### config.mk
export PLATFORM = sky130hd
export DESIGN_NAME = boot_rom_arbiter
export DESIGN_NICKNAME = d
export VERILOG_FILES = /design/src/rtl/boot_rom_arbiter.sv
export SDC_FILE = /design/constraint.sdc
export NUM_CORES = 1
export LEC_CHECK = 0
export BUFFER_PORTS_ARGS = -buffer_cell sky130_fd_sc_hd__buf_2
export CAP_MARGIN = 20
export CELL_PAD_IN_SITES_DETAIL_PLACEMENT = 1
export CELL_PAD_IN_SITES_GLOBAL_PLACEMENT = 2
export CORE_MARGIN = 3
export CORE_UTILIZATION = 28
export DETAILED_ROUTE_END_ITERATION = 16
export GPL_TIMING_DRIVEN = 0
export PLACE_DENSITY_LB_ADDON = 0.1
export SLEW_MARGIN = 10
export SYNTH_ARGS = -nofsm -noshare
export SYNTH_HDL_FRONTEND = slang
export SYNTH_SLANG_ARGS = --single-unit
### constraint.sdc
create_clock -name clk -period 2.22 [get_ports clk]
set_input_delay 0 -clock clk [delete_from_list [all_inputs] [get_ports clk]]
set_output_delay 0 -clock clk [all_outputs]
set_load 0.02 [all_outputs]
### src/rtl/boot_rom_arbiter.sv
// boot_rom_arbiter
//   Shares one synchronous-read boot ROM (1 cycle latency) between the CPU
//   instruction-fetch port (I) and data port (D). Round-robin arbitration,
//   one buffered response per port, and a sticky post-boot lock that turns
//   every later access into an error without touching the ROM.
//
// Ports
//   clk, rst_n                      clock, asynchronous active-low reset
//   i_req_valid/addr, i_req_ready   I request handshake (byte address)
//   i_rsp_valid/data/err, i_rsp_ready  I response handshake
//   d_req_* / d_rsp_*               same for the D port
//   lock_req                        pulse: seal the ROM until reset
//   locked                          current lock state
//   rom_addr                        word address to ROM (0 when idle/error)
//   rom_rdata                       ROM data, valid the cycle after rom_addr
module boot_rom_arbiter #(
  parameter int ADDR_W = 10,
  parameter int DATA_W = 32
) (
  input  logic              clk,
  input  logic              rst_n,
  input  logic              i_req_valid,
  input  logic [31:0]       i_req_addr,
  output logic              i_req_ready,
  output logic              i_rsp_valid,
  input  logic              i_rsp_ready,
  output logic [DATA_W-1:0] i_rsp_data,
  output logic              i_rsp_err,
  input  logic              d_req_valid,
  input  logic [31:0]       d_req_addr,
  output logic              d_req_ready,
  output logic              d_rsp_valid,
  input  logic              d_rsp_ready,
  output logic [DATA_W-1:0] d_rsp_data,
  output logic              d_rsp_err,
  input  logic              lock_req,
  output logic              locked,
  output logic [ADDR_W-1:0] rom_addr,
  input  logic [DATA_W-1:0] rom_rdata
);

  localparam int NP = 2;
  localparam int PI = 0;
  localparam int PD = 1;

  logic [NP-1:0] req_valid;
  logic [NP-1:0] rsp_ready;
  logic [31:0]   req_addr [NP];
  logic [NP-1:0] eligible;
  logic [NP-1:0] cand;
  logic [NP-1:0] grant;
  logic [NP-1:0] req_err;

  logic              pend_reg      [NP];
  logic              pend_err_reg  [NP];
  logic              rsp_valid_reg [NP];
  logic              rsp_err_reg   [NP];
  logic [DATA_W-1:0] rsp_data_reg  [NP];
  logic              locked_reg;
  logic              last_grant_reg;  // 1 = D granted last, 0 = I

  assign req_valid[PI] = i_req_valid;
  assign req_valid[PD] = d_req_valid;
  assign rsp_ready[PI] = i_rsp_ready;
  assign rsp_ready[PD] = d_rsp_ready;
  assign req_addr[PI]  = i_req_addr;
  assign req_addr[PD]  = d_req_addr;

  genvar gi;
  generate
    for (gi = 0; gi < NP; gi++) begin : g_port
      // A port may accept only when nothing is in flight and its buffer is
      // empty or being drained this cycle.
      assign eligible[gi] = !pend_reg[gi] && (!rsp_valid_reg[gi] || rsp_ready[gi]);
      assign cand[gi]     = req_valid[gi] && eligible[gi];
      // Anything outside the 4 KiB window, misaligned, or after lock errors.
      assign req_err[gi]  = locked_reg
                            || (req_addr[gi][31:ADDR_W+2] != '0)
                            || (req_addr[gi][1:0] != 2'b00);
    end
  endgenerate

  // On a tie the port that did not win last time gets the ROM.
  assign grant[PI] = cand[PI] && (!cand[PD] || last_grant_reg);
  assign grant[PD] = cand[PD] && (!cand[PI] || !last_grant_reg);

  always_comb begin
    rom_addr = '0;
    for (int p = 0; p < NP; p++) begin
      if (grant[p] && !req_err[p]) begin
        rom_addr = req_addr[p][ADDR_W+1:2];
      end
    end
  end

  always_ff @(posedge clk or negedge rst_n) begin
    if (!rst_n) begin
      locked_reg     <= 1'b0;
      last_grant_reg <= 1'b1;
      for (int p = 0; p < NP; p++) begin
        pend_reg[p]      <= 1'b0;
        pend_err_reg[p]  <= 1'b0;
        rsp_valid_reg[p] <= 1'b0;
        rsp_err_reg[p]   <= 1'b0;
        rsp_data_reg[p]  <= '0;
      end
    end else begin
      locked_reg <= locked_reg | lock_req;
      if (|grant) begin
        last_grant_reg <= grant[PD];
      end
      for (int p = 0; p < NP; p++) begin
        if (pend_reg[p]) begin
          // Capture overrides a simultaneous pop: the buffer refills.
          rsp_valid_reg[p] <= 1'b1;
          rsp_data_reg[p]  <= pend_err_reg[p] ? '0 : rom_rdata;
          rsp_err_reg[p]   <= pend_err_reg[p];
          pend_reg[p]      <= 1'b0;
        end else begin
          if (rsp_valid_reg[p] && rsp_ready[p]) begin
            rsp_valid_reg[p] <= 1'b0;
          end
          if (grant[p]) begin
            pend_reg[p]     <= 1'b1;
            pend_err_reg[p] <= req_err[p];
          end
        end
      end
    end
  end

  assign i_req_ready = grant[PI];
  assign d_req_ready = grant[PD];
  assign i_rsp_valid = rsp_valid_reg[PI];
  assign d_rsp_valid = rsp_valid_reg[PD];
  assign i_rsp_data  = rsp_data_reg[PI];
  assign d_rsp_data  = rsp_data_reg[PD];
  assign i_rsp_err   = rsp_err_reg[PI];
  assign d_rsp_err   = rsp_err_reg[PD];
  assign locked      = locked_reg;

endmodule

==> impl_metrics.tcl, run 1 <==
set metrics [dict create \
    status "finished clean" \
    p_seq_share_pct 39.0 \
    synthSimpleGateAreaFrac_pct 19.25 \
    top_layer_used "met4" \
    cts_buffers 9 \
    fin_nets 620 \
    ctsHoldBuffers 37 \
    power_frac_clock_pct 43.2 \
    post-dp-hpwl_um 8382 \
    drt-pass1-iter-count 4 \
    cts_resized 0 \
    synth_compound_area_share_pct 20.35 \
    synth_xor_area_share_pct 0 \
    drv_cap 0 \
    grt_pass1_wl_um 17980 \
    powerDensity_mw_per_mm2 693.8 \
    ff2ff_path_depth 4 \
    max_freq_ghz 0.5192 \
    cts_root_buffer "clkbuf_16" \
    p_int_mw 2.634 \
    setup_viol 0 \
    grt_use_total_pct 17.19 \
    ys_seq_area_share_pct 54.51 \
    wl_met1_um 5015 \
    synth_top_family_by_area "compound AO/OA/AOI/OAI gates" \
    fp.dieArea_mm2 0.01350 \
    ir_worst_vdd_mv 0.3744 \
    pwr-share-comb_pct 17.9 \
    gp_congestion 0.7469 \
    period_share_pct 86.76 \
    path_delay_family "simple AND/OR/NAND/NOR gates" \
    crit_buf_inv 2 \
    drc 0 \
    die_h_um 116.2 \
    fp-row-count 39 \
    final-hold-violation-count 0 \
    crit_chain "nor4_1 > nand4_1 > nor2_1 > buf_2 > a32o_1 > buf_2" \
    antenna_found_initial 0 \
    path_common_cell "buf_2" \
    worstMarginPinSlew_ps 644.7 \
    maxSlewHeadroom_pct 57.02 \
    synth_fa_ha_area_share_pct 0 \
    cpPeakStageDelay_ps 420 \
    start_util_pct 29.15 \
    cts_setup_buffers 0 \
    avgRoutedWirePerCell_um 17.41 \
    skew_ps 6.307 \
    clk_pin_slew_worst_paths_ps 60 \
    clock_sinks 74 \
    synth_fp_nets 388 \
    clock_path_buffers 2 \
    grt_max_degree 61 \
    vias 3217 \
    layout_setup_ws_ps 294.0 \
    avgSynthCellArea_um2 11.93 \
    switching_share_pct 27.19 \
    rsz0062_at_grt "no" \
    synthesis.area_mm2 0.003400 \
    first_global_vias 3435 \
    switchingPower_uw 983.7 \
    design.core.area_mm2 0.01166 \
    routed_via_density 4.838 \
    crit_path_end_kind "primary output" \
    die_x_um 116.2 \
    crit_type "flip-flop to primary output" \
    cts_tree "yes" \
    rrSetupSlack_ps 650 \
    synthMuxAreaShare_pct 1.251 \
    wl_met2_um 5711 \
    crit_fanout 10 \
    area_growth_pct 53.40 \
    synth_cell_type_count 29 \
    diodes 0 \
    overflow 0 \
    r2r-start "pend_reg[0]" \
    drive_above_1_share_pct 55.17 \
    ant_nets 0 \
    syn_inst 285 \
    drtIter0Drc 79 \
    fin_crit_ps 1926 \
    cp-start-kind "flip-flop" \
    r2r_end "d_rsp_data[8]" \
    cp_slowest_cell "dfrtp_1" \
    required_ps 2220 \
    final_max_slew_viol_count 0 \
    dp_slack_ps 554.3 \
    htree_levels 3 \
    setup_tns_ps 0 \
    arrival_ps 1930 \
    synth_seq_cells 74 \
    met3_length_um 743 \
    io_pins 184 \
    numPortBuffers 183 \
    power.leakage_nw 2.814 \
    wirelength_um 11580 \
    clock_latency_ps 330 \
    hp-class "input port to async pin" \
    ys_warn_count 0 \
]
## worst max path at each step
stage / from / to / slack [ps] / depth (start not counted)
2_1_floorplan: d_rsp_valid / pend_err_reg[1] / 610 / 5
3_3_place_gp: rst_n / d_rsp_valid / 560 / 1
3_5_place_dp: locked / rom_addr[0] / 550 / 6
4_1_cts: locked / rom_addr[0] / 170 / 6
5_1_grt: locked / rom_addr[0] / 70 / 6
6_report: locked / rom_addr[0] / 290 / 6
## cells in the mapped netlist
master,number,area (µm²)
and4_2,1,10.01
clkbuf_1,9,33.78
inv_1,4,15.01
nand2b_1,1,6.260
dfrtp_1,73,1827
nor3_1,2,10.01
dfstp_2,1,26.28
a31o_2,64,560.5
nand2_1,3,11.26
buf_4,2,15.01
clkbuf_8,2,27.53
nor3b_1,10,75.07
o2111a_1,2,22.52
a21o_2,1,8.760
a32o_1,10,100.1
or2_2,1,6.260
nor4_1,10,62.56
clkbuf_2,1,5.000
nand2b_2,1,8.760
buf_6,1,11.26
mux2i_1,2,20.02
nand3b_4,1,20.02
and2b_1,2,15.01
nand4_1,2,12.51
nand2b_4,1,13.76
nor2b_1,62,387.9
buf_2,10,50.05
nor2_1,4,15.01
mux2_2,2,22.52
## worst reg2reg max path, stage by stage, from the launching register on
cell and delay, ps:
dfrtp_1 380, buf_4 210, clkbuf_1 420, and2b_1 250, a31o_2 210
## per-layer routing
layer,up-vias,GRT usage (%)
met2,133,29.57
li1,1513,-
met1,1564,21.64
met4,0,3.944
met5,-,0
met3,7,4.663
## stage by stage
stage	hold slack (ps)	std cells	utilization [%]	area, µm²	power [mW]
6_report	77.33	665	44.72	5215	3.618
5_1_grt	78.44	665	44.72	5215	3.796
4_1_cts	72.45	665	44.72	5215	3.678
3_5_place_dp	-122.3	612	38.79	4524	2.044
3_3_place_gp	189.2	611	38.54	4494	2.030
2_1_floorplan	-295.6	285	-	3400	1.742
## logic make-up after synthesis
| kind of cell | Yosys count |
|---|---|
| compound gates | 77 |
| mux | 4 |
| simple gates | 101 |
| flops | 74 |
| buf+inv | 29 |
## cells in the final DEF, fill, tap and decap left out, types with 3 or more instances in the layout
cell	Yosys	final
inv_1	4	4
nor2_1	4	4
dfrtp_1	73	73
buf_4	2	3
nand2_1	3	3
clkbuf_16	0	9
dlygate4sd3_1	0	37
clkbuf_8	2	3
clkbuf_1	9	10
buf_2	10	192
nor4_1	10	10
nor2b_1	62	62
a32o_1	10	10
nor3b_1	10	10
a31o_2	64	64
## area by class of cell
| cell class | count | area, µm² |
|---|---|---|
| buffer | 25 | 142.6 |
| clock buffer | 11 | 242.7 |
| clock inverter | 5 | 77.57 |
| fill | 1368 | 6447 |
| inverter | 4 | 15.01 |
| multi-input combinational | 182 | 1389 |
| sequential | 74 | 1853 |
| tap | 143 | 178.9 |
| timing repair buffer | 221 | 1316 |
## power by group through the flow
stage                     Sequential, mW  Combinational (mW)  Clock, mW
after floorplan                     1.44               0.300          0
after global placement              1.43               0.597          0
after detailed placement            1.43               0.610          0
after CTS                           1.41               0.661       1.61
after global routing                1.41               0.714       1.67
final                               1.41               0.646       1.56
Power figures use the tool's default switching activity.
==> run 2: changes to the inputs <==
--- a/config.mk
+++ b/config.mk
@@ -9,7 +9,7 @@
 export CAP_MARGIN = 20
 export CELL_PAD_IN_SITES_DETAIL_PLACEMENT = 1
 export CELL_PAD_IN_SITES_GLOBAL_PLACEMENT = 2
-export CORE_MARGIN = 3
+export CORE_MARGIN = 2
 export CORE_UTILIZATION = 28
 export DETAILED_ROUTE_END_ITERATION = 16
 export GPL_TIMING_DRIVEN = 0
==> impl_metrics.tcl, run 2 (same netlist as run 1, synthesis figures left out) <==
set metrics [dict create \
    htree_levels 3 \
    stdcell_area_mm2 0.005197 \
    wirelength_um 11670 \
    skew_ps 6.520 \
    layout_setup_ws_ps 341.9 \
    p_int_mw 2.524 \
    period_share_pct 84.60 \
    rrSetupSlack_ps 670 \
    crit_path_end_kind "primary output" \
    overflow 0 \
    numPortBuffers 183 \
    clock_latency_ps 330 \
    area_growth_pct 52.89 \
    crit_chain "nor4_1 > nand4_1 > nor2_1 > buf_4 > a32o_1 > buf_2" \
    clock_sinks 74 \
    final-hold-violation-count 0 \
    dp_slack_ps 643.8 \
    arrival_ps 1880 \
    power.leakage_nw 2.808 \
    power_mw 3.532 \
    drt-pass1-iter-count 4 \
    io_pins 184 \
    fin_crit_ps 1878 \
    fin_nets 620 \
    whs_path_depth 4 \
    clk_pin_slew_worst_paths_ps 60 \
    drc 0 \
    ff2ff_path_depth 4 \
    cts_root_buffer "clkbuf_16" \
    first_global_vias 3579 \
    crit_type "flip-flop to primary output" \
    start_util_pct 28.54 \
    final_cell_mix "buf_2 (192), dfrtp_1 (73), a31o_2 (64)" \
    drive_above_1_share_pct 55.36 \
    multiInputGateArea_mm2 0.001389 \
    required_ps 2220 \
    cts_buffers 9 \
    post_dp_cell_area_mm2 0.004522 \
    grt_max_degree 39 \
    pwr-share-comb_pct 18.4 \
    hold_path_end "pend_err_reg[1]" \
    fp-row-count 40 \
    gp_congestion 0.7706 \
    p_seq_share_pct 39.9 \
    max_freq_ghz 0.5325 \
    grt_pass1_wl_um 18710 \
    cts_resized 0 \
    grt_use_total_pct 18.63 \
    cts_tree "yes" \
    die_h_um 114.2 \
    powerDensity_mw_per_mm2 679.6 \
    final_max_slew_viol_count 0 \
    cp_slowest_cell "dfrtp_1" \
    fin_util_pct 43.63 \
    cp-start-kind "flip-flop" \
    design.core.area_mm2 0.01191 \
    hp-class "input port to flip-flop" \
    path_delay_family "simple AND/OR/NAND/NOR gates" \
    rsz0062_at_grt "no" \
    switchingPower_mw 1.008 \
    num-fill-cells 1390 \
    status "finished clean" \
    ant_nets 0 \
    avgRoutedWirePerCell_um 17.44 \
    crit_buf_inv 2 \
    drv_cap 0 \
    cpPeakStageDelay_ps 410 \
    switching_share_pct 28.54 \
    antenna_found_initial 0 \
    clock_path_buffers 2 \
    diodes 0 \
    r2r-start "pend_reg[0]" \
    worstMarginPinSlew_ps 663.0 \
    crit_fanout 10 \
    r2r_end "d_rsp_data[8]" \
    final_common_cell "buf_2" \
    vias 3195 \
    maxSlewHeadroom_pct 55.80 \
    setup_viol 0 \
    setup_tns_ps 0 \
    die_x_um 114.2 \
    drtIter0Drc 120 \
    post-dp-hpwl_um 8255 \
    ir_worst_vdd_mv 0.3437 \
    hold_start "i_req_valid" \
    seqCellArea_mm2 0.001853 \
    power_frac_clock_pct 41.7 \
    routed_via_density 4.776 \
    fp.dieArea_mm2 0.01304 \
    cts_setup_buffers 0 \
]
==> run 2: power groups by stage <==
stage / sequential (mW) / combinational [mW] / clock [mW]
after floorplan: 1.44 / 0.300 / 0
after global placement: 1.43 / 0.603 / 0
after detailed placement: 1.43 / 0.611 / 0
after CTS: 1.41 / 0.664 / 1.52
after global routing: 1.41 / 0.720 / 1.59
final: 1.41 / 0.650 / 1.47
==> run 2: layout make-up <==
| type | count | area share, % |
|---|---|---|
| buffer | 25 | 2.744 |
| clock buffer | 10 | 4.598 |
| clock inverter | 6 | 1.276 |
| inverter | 4 | 0.2889 |
| multi-input combinational | 182 | 26.72 |
| sequential | 74 | 35.65 |
| tap | 147 | 3.539 |
| timing repair buffer | 221 | 25.18 |
==> run 2: worst max path at each step <==
stage                     cells after the start   startpoint              end  slack, ps
after floorplan                               5  d_rsp_valid  pend_err_reg[1]        610
after global placement                        1        rst_n    d_rsp_data[7]        530
after detailed placement                      4  pend_reg[0]    d_rsp_data[9]        640
after CTS                                     6       locked      rom_addr[0]        290
after global routing                          6       locked      rom_addr[3]        140
final                                         6       locked      rom_addr[1]        340
==> run 2: routing by layer <==
metal  up-vias  share of wire (%)  track usage (%)  wire length (µm)
met5         -                  0                0                 0
met4         0                1.1            4.959               133
met3        10                5.9            5.241               689
met2       103                 50            32.62              5875
met1      1571                 43            22.53              4968
li1       1511                  -                -                 -
==> run 2: repair_timing <==
item / CTS / global route
hold buffers: 37 / 0
hold endpoints to repair: 103 / 0
endpoints found under the setup margin: 0 / 0
==> run 2: tightest hold or removal path: stages <==
cell and delay, ps:
buf_2 120, nand3b_4 110, nor2_1 80, mux2i_1 140
==> run 2: per-stage QoR <==
stage / hold WS (ps) / std cells
after floorplan: -295.6 / 285
after global placement: 189.2 / 615
after detailed placement: 12.70 / 616
after CTS: 155.6 / 669
after global routing: 193.9 / 669
final: 168.2 / 669
==> run 3: changes to the inputs <==
--- a/config.mk
+++ b/config.mk
@@ -10,7 +10,7 @@
 export CELL_PAD_IN_SITES_DETAIL_PLACEMENT = 1
 export CELL_PAD_IN_SITES_GLOBAL_PLACEMENT = 2
 export CORE_MARGIN = 2
-export CORE_UTILIZATION = 28
+export CORE_UTILIZATION = 24
 export DETAILED_ROUTE_END_ITERATION = 16
 export GPL_TIMING_DRIVEN = 0
 export PLACE_DENSITY_LB_ADDON = 0.1
==> constraint.sdc (replaced) <==
create_clock -name clk -period 1.63 [get_ports clk]
set_input_delay 0 -clock clk [delete_from_list [all_inputs] [get_ports clk]]
set_output_delay 0 -clock clk [all_outputs]
set_load 0.02 [all_outputs]
==> impl_metrics.tcl, run 3 (same netlist as run 1, synthesis figures left out) <==
set metrics [dict create \
    final-hold-violation-count 0 \
    drc 0 \
    drv_cap 0 \
    stdcell_area_mm2 0.005504 \
    fin_nets 629 \
    drt-pass1-iter-count 4 \
    cts_root_buffer "clkbuf_16" \
    clock_latency_ps 340 \
    layout_setup_ws_ps -111.2 \
    ant_nets 0 \
    clock_path_buffers 2 \
    fp.dieArea_mm2 0.01513 \
    cts_buffers 9 \
    start_util_pct 24.49 \
    drtIter0Drc 133 \
    crit_fanout 10 \
    status "finished with violations" \
    grt_pass1_wl_um 19140 \
    post-dp-hpwl_um 8595 \
    grt_max_degree 58 \
    period_share_pct 106.8 \
    post_dp_cell_area_mm2 0.004571 \
    htree_levels 3 \
    vias 3244 \
    antenna_found_initial 0 \
    ff2ff_path_depth 4 \
    final_max_slew_viol_count 0 \
    setup_viol 10 \
    skew_ps 6.290 \
    clock_sinks 74 \
    hp-class "input port to flip-flop" \
    fp-row-count 43 \
    arrival_ps 1740 \
    dp_slack_ps 32.33 \
    crit_type "flip-flop to primary output" \
    maxSlewHeadroom_pct 58.79 \
    power.leakage_nw 2.935 \
    die_x_um 123.0 \
    fin_util_pct 39.65 \
    whs_path_depth 4 \
    grt_use_total_pct 16.60 \
    final_common_cell "buf_2" \
    wirelength_um 12130 \
    io_pins 184 \
    diodes 0 \
    die_h_um 123.0 \
    final_cell_mix "buf_2 (179), dfrtp_1 (72), a31o_2 (64)" \
    gp_congestion 0.7052 \
    routed_via_density 4.563 \
    violations "setup timing" \
    overflow 0 \
    fin_crit_ps 1741 \
    cts_tree "yes" \
    max_freq_ghz 0.5743 \
    rsz0062_at_grt "yes" \
    required_ps 1630 \
    first_global_vias 3665 \
    setup_tns_ps -1003 \
    powerDensity_mw_per_mm2 919.4 \
    drive_above_1_share_pct 60.08 \
    avgRoutedWirePerCell_um 17.06 \
    power_mw 5.060 \
    worstMarginPinSlew_ps 618.2 \
    area_growth_pct 61.91 \
    clk_pin_slew_worst_paths_ps 60 \
    ir_worst_vdd_mv 0.4428 \
    numPortBuffers 183 \
    cp-start-kind "flip-flop" \
    crit_path_end_kind "primary output" \
    design.core.area_mm2 0.01388 \
]
run 3: through the flow:
stage | instances | hold WS (ps)
after floorplan | 285 | -295.6
after global placement | 648 | 190.5
after CTS | 712 | 27.12
after detailed placement | 649 | -94.97
after global routing | 711 | 62.00
final | 711 | 38.89
run 3: worst paths after layout:
kind | start | end | slack (ps)
worst max-delay path | last_grant_reg | rom_addr[2] | -110
worst min-delay path | i_rsp_ready | i_rsp_valid | 40
worst max register to register | pend_reg[1] | i_rsp_data[18] | 150
worst min register to register | i_rsp_err | i_rsp_err | 510
max in group asynchronous | rst_n | i_rsp_data[15] | 950
min in group asynchronous | rst_n | i_rsp_data[30] | 100
run 3: metal layers:
metal / track usage [%] / vias to the layer above / wire length, µm
li1: - / 1536 / -
met1: 20.06 / 1573 / 5228
met2: 28.66 / 123 / 5879
met3: 3.275 / 12 / 790
met4: 7.244 / 0 / 233
met5: 0 / - / 0
run 3: worst max-delay path: stages (launching register included):
cell	delay [ps]
dfstp_2	530
inv_1	60
o2111a_2	280
buf_6	140
a32o_2	270
buf_6	130
run 3: final cells by class:
class / instances / area, µm²
multi-input combinational: 182 / 1469
fill: 1571 / 8377
tap: 180 / 225.2
timing repair buffer: 231 / 1458
inverter: 4 / 15.01
buffer: 24 / 162.7
clock buffer: 11 / 242.7
sequential: 74 / 1854
clock inverter: 5 / 77.57
run 3: repair_timing:
| action | in CTS | in global routing |
|---|---|---|
| hold buffers | 36 | 0 |
| endpoints found under the hold margin | 141 | 0 |
| gates resized for setup | 46 | 8 |
| cloned | 1 | 0 |
| pin swaps | 19 | 3 |
| buffers inserted | 10 | 0 |
| setup endpoints to repair | 12 | 30 |
run 3: report_power, final:
group          switching, mW  leakage (nW)  total (mW)  internal [mW]
Combinational          0.595          1.78       0.997          0.402
Clock                  0.766         0.156        2.14           1.38
Sequential            0.0339         0.998        1.92           1.89
